## src/rtl/hazard_ctrl.sv

```systemverilog
// Hazard, forwarding and data-miss freeze control for the five-stage RV32I pipeline.
// Optional performance counters are built only when HAZARD_PERF_CNT_EN is defined.
module hazard_ctrl #(
    parameter int REG_ADDR_WIDTH = 5,
    parameter int CNT_WIDTH      = 32
) (
    input  logic                      clk,
    input  logic                      rst_n,
    input  logic [REG_ADDR_WIDTH-1:0] rs1d,
    input  logic [REG_ADDR_WIDTH-1:0] rs2d,
    input  logic [REG_ADDR_WIDTH-1:0] rs1e,
    input  logic [REG_ADDR_WIDTH-1:0] rs2e,
    input  logic [REG_ADDR_WIDTH-1:0] rde,
    input  logic [REG_ADDR_WIDTH-1:0] rdm,
    input  logic [REG_ADDR_WIDTH-1:0] rdw,
    input  logic                      regwritem,
    input  logic                      regwritew,
    input  logic                      loade,
    input  logic                      pcsrce,
    input  logic                      memaccm,
    input  logic                      hitm,
    input  logic                      mem_ready,
    output logic [1:0]                forwardae,
    output logic [1:0]                forwardbe,
    output logic                      stallf,
    output logic                      stalld,
    output logic                      stalle,
    output logic                      stallm,
    output logic                      stallw,
    output logic                      flushd,
    output logic                      flushe,
    output logic                      mem_req,
    output logic [CNT_WIDTH-1:0]      stall_cnt,
    output logic [CNT_WIDTH-1:0]      flush_cnt
);

    typedef enum logic [1:0] {IDLE, MISS, REFILL} state_t;

    state_t state_q, state_d;
    logic   mem_req_q, mem_req_d;
    logic   miss, freeze, lwstall;
    logic [1:0] fwd_a, fwd_b;

    function automatic logic [1:0] fwd_sel(
        input logic [REG_ADDR_WIDTH-1:0] rs,
        input logic [REG_ADDR_WIDTH-1:0] rd_m,
        input logic [REG_ADDR_WIDTH-1:0] rd_w,
        input logic                      we_m,
        input logic                      we_w
    );
        if (rs == '0)                  return 2'b00;
        else if (we_m && rd_m == rs)   return 2'b10;
        else if (we_w && rd_w == rs)   return 2'b01;
        else                           return 2'b00;
    endfunction

    always_comb begin
        fwd_a   = fwd_sel(rs1e, rdm, rdw, regwritem, regwritew);
        fwd_b   = fwd_sel(rs2e, rdm, rdw, regwritem, regwritew);
        lwstall = loade && (rde != '0) && ((rde == rs1d) || (rde == rs2d));
        miss    = memaccm && !hitm;
        // Freeze starts in the detection cycle, before the FSM has left IDLE.
        freeze  = (state_q != IDLE) || miss;
    end

    always_comb begin
        state_d = state_q;
        case (state_q)
            IDLE:    if (miss)      state_d = MISS;
            MISS:    if (mem_ready) state_d = REFILL;
            REFILL:                 state_d = IDLE;
            default:                state_d = IDLE;
        endcase
        mem_req_d = (state_d == MISS);
    end

    always_ff @(posedge clk or negedge rst_n) begin
        if (!rst_n) begin
            state_q   <= IDLE;
            mem_req_q <= 1'b0;
        end else begin
            state_q   <= state_d;
            mem_req_q <= mem_req_d;
        end
    end

    // Hazard squashes are masked while frozen; D and E are held so they re-resolve on release.
    always_comb begin
        forwardae = freeze ? 2'b00 : fwd_a;
        forwardbe = freeze ? 2'b00 : fwd_b;
        stallf    = freeze || lwstall;
        stalld    = freeze || lwstall;
        stalle    = freeze;
        stallm    = freeze;
        stallw    = freeze;
        flushd    = !freeze && pcsrce;
        flushe    = !freeze && (pcsrce || lwstall);
        mem_req   = mem_req_q;
    end

`ifdef HAZARD_PERF_CNT_EN
    logic [CNT_WIDTH-1:0] stall_cnt_q, stall_cnt_d;
    logic [CNT_WIDTH-1:0] flush_cnt_q, flush_cnt_d;

    always_comb begin
        stall_cnt_d = stall_cnt_q;
        flush_cnt_d = flush_cnt_q;
        if (stallf && (stall_cnt_q != '1))
            stall_cnt_d = stall_cnt_q + 1'b1;
        if ((flushd || flushe) && (flush_cnt_q != '1))
            flush_cnt_d = flush_cnt_q + 1'b1;
    end

    always_ff @(posedge clk or negedge rst_n) begin
        if (!rst_n) begin
            stall_cnt_q <= '0;
            flush_cnt_q <= '0;
        end else begin
            stall_cnt_q <= stall_cnt_d;
            flush_cnt_q <= flush_cnt_d;
        end
    end

    assign stall_cnt = stall_cnt_q;
    assign flush_cnt = flush_cnt_q;
`else
    assign stall_cnt = '0;
    assign flush_cnt = '0;
`endif

endmodule

```

## config.mk

```make
export PLATFORM = sky130hd
export DESIGN_NAME = hazard_ctrl
export DESIGN_NICKNAME = d
export VERILOG_FILES = /design/src/rtl/hazard_ctrl.sv
export SDC_FILE = /design/constraint.sdc
export NUM_CORES = 1
export LEC_CHECK = 0
export ABC_AREA = 1
export CORE_AREA = 2 2 67 69
export DETAILED_ROUTE_END_ITERATION = 7
export DIE_AREA = 0 0 69 71
export PLACE_DENSITY = 0.79
export SETUP_SLACK_MARGIN = 0.15
export SLEW_MARGIN = 20
export SYNTH_ARGS = -nofsm -noshare
export SYNTH_HDL_FRONTEND = slang
export SYNTH_SLANG_ARGS = --single-unit
```

## constraint.sdc

```tcl
create_clock -name clk -period 1.5 [get_ports clk]
set_clock_uncertainty 0.05 [all_clocks]
set_input_delay 0.15 -clock clk [delete_from_list [all_inputs] [get_ports clk]]
set_output_delay 0.15 -clock clk [all_outputs]
set_load 0.02 [all_outputs]
```

==> flow_summary.yaml <==
sta:
  finalWorstSetupSlack_ns: -0.06924
  setup_viol: 2
  slew_viol_final: 0
  min_period_over_period_pct: 104.6
  rsz0062_at_grt: "true"
  fmax_ghz: 0.6372
  tns_ns: -0.1185
  hold_viol: 0
  period_minus_slack_ns: 1.569
pwr:
  peakVddDrop_mv: 0.5194
  p_per_area_nw_per_um2: 537.9
  cellLeakagePower_nw: 1.030
synthesis:
  netlist_area_um2: 1215
  ys_dominant_reg_cell: "dfrtp_1"
  netlist.area_leader.share_pct: 41.40
  synth_area_per_cell_um2: 5.758
  synthCells: 211
  yosys.cell_types.count: 22
  ys_seq_area_share_pct: 6.179
  ys_async_sr_fraction_pct: 100.0
  synth.area.top_cells: "buf_4 (41%), nand2_1 (15%), inv_1 (9.6%), dfrtp_1 (6.2%), nor2_1 (5.3%)"
  synth_edf_count: 0
  synth_seq_cells: 3
  synth_top_area_cell: "buf_4"
  ys_warn_count: 0
setup_path:
  arrival_ns: 1.37
  path_cells: "clkdlybuf4s50_1 > a21boi_2 > nand4_1 > nor2_2 > inv_1 > nor2_2 > buf_6"
  cpPeakStageDelay_ns: 0.49
  crit_required_ns: 1.30
  endpoint_kind: "primary output"
  r2r_start: "state_q[1]$_DFF_PN0_"
  cp_max_fo: 2
  cp_common_cell: "nor2_2"
  cp_slowest_cell: "clkdlybuf4s50_1"
  cp-startpoint: "regwritem"
  critPathKind: "input pin to primary output"
  critPathLaunchType: "input pin"
die:
  die-area_um2: 4899
  die_y_um: 71
  initial_core_util_pct: 28.90
  core_area_um2: 4204
  ioPinCount: 120
  die_w_um: 69
  num_rows: 24
routing:
  totalWireLength_mm: 2.838
  vias: 1232
  ant_nets: 0
  drc: 0
  drtPass1Iterations: 4
  drtIter0Drc: 38
  wl_per_cell_um: 8.706
  viasPerCell: 3.779
layout:
  syn2layout_area_growth_pct: 39.55
  final_common_cell: "conb_1"
  nets: 319
  fin_util_pct: 40.33
  layout-drive-gt1-share_pct: 15.69
  final_cell_mix: "conb_1 (64), nand2_1 (45), dlygate4sd2_1 (32), inv_1 (25), nor2_1 (12)"
  antenna_cells: 0
global_routing:
  use_met3_pct: 1.709
  grt_pass1_vias: 1088
  track_usage_pct: 10.24
  globalRouteOverflowTotal: 0
  antenna_found_initial: 0
  use_met2_pct: 18.59
  met1_usage_pct: 11.27
  grt_pass1_wl_mm: 4.236
  busiest_layer: "met2"
  grt_max_degree: 7
clocking:
  cts_buffers: 3
  ctsHoldBuffers: 0
  clk_pin_slew_worst_paths_ns: 0.03
  clockBufferDepth: 2
  cts_sinks: 3
  clock_latency_ns: 0.21
  htreeDepth: 1
  cts_tree: "built"
  root_buffer: "clkbuf_8"
run:
  max_cap_viol_count: 0
status:
  violations: "negative setup slack"
  status: "complete, but fails checks"
placed_design:
  place_congestion: 0.8922
  port_buffers: 55
  dpl.hpwl_mm: 2.434
worst_hold_path:
  hold_path_class: "input pin to async pin"
-- through the flow --
stage	power [W]	setup WS (ns)	std cells	area, um^2	hold WS (ns)
detailed placement	0.0006630	-0.5600	318	1599	0.2946
global placement	0.0006587	-0.5661	318	1599	0.2912
CTS	0.0008967	-0.05100	325	1643	0.06856
finish	0.0009120	-0.06924	326	1695	0.07098
global route	0.0009745	-0.1259	326	1695	0.08335
floorplan	0.0005674	0.1545	274	1456	-0.1956
-- report_power, final --
part	internal, W	switching [W]
Clock	0.000181	0.0000489
Sequential	0.0000913	0.00000655
Combinational	0.000221	0.000363
-- path summary, 6_finish.rpt --
path	depth (start not counted)	slack, ns	endpoint
min	1	0.07	state_q[0]$_DFF_PN0_
min in group clk	3	0.47	state_q[1]$_DFF_PN0_
min reg2reg	2	0.54	state_q[1]$_DFF_PN0_
max	7	-0.07	forwardbe[1]
max reg2reg	4	0.55	mem_req$_DFF_PN0_
max in group asynchronous	1	1.19	mem_req$_DFF_PN0_
-- cell families (layout without fill, tap and decap cells) --
logic type	count (synthesis)	count (layout)	synth area share (%)
AND/OR/NAND/NOR	84	84	28.84
flip-flops	3	3	6.179
XOR/XNOR	7	7	5.046
AO/OA/AOI/OAI	18	18	8.650
buffers and inverters	98	98	50.98
other	1	64	0.3087
-- flip-flops by register name (all words and copies together) (netlist names) --
name,count
mem_req,1
state_q,2
-- final cells by class --
cell class              count  area (um^2)
flip-flops and latches      3        75.07
clock buffers               4        45.04
fillers                   492         2509
inverters                  31        116.4
repair buffers             63        584.3
well taps                  52        65.06
multi-input cells         173        809.5
-- metal layers --
| layer | share of wire, % | routed length (um) |
|---|---|---|
| met4 | 3.2 | 92 |
| met5 | 0 | 0 |
| met2 | 51 | 1455 |
| met3 | 9.5 | 269 |
| met1 | 36 | 1021 |
-- Yosys cell counts (all sizes together) (3+ instances only) --
cell type  count
o21ai          8
inv           31
a21oi          5
nor2          18
nand2         50
nand4          3
buf           67
xnor2          4
xor2           3
nand3          7
dfrtp          3
or2            4
-- timing repair --
action / CTS / global route
resized for setup: 99 / 15
gates cloned: 0 / 0
pin swaps: 27 / 8
endpoints found under the setup margin: 11 / 12
buffers inserted: 3 / 1
-- critical path, delay by kind of cell --
kind / cells / cell delay (ns)
AOI/OAI and AO/OA: 1 / 0.19
and+or+nand+nor: 3 / 0.34
buffers and inverters: 3 / 0.67
(Power assumes the default switching activity.)
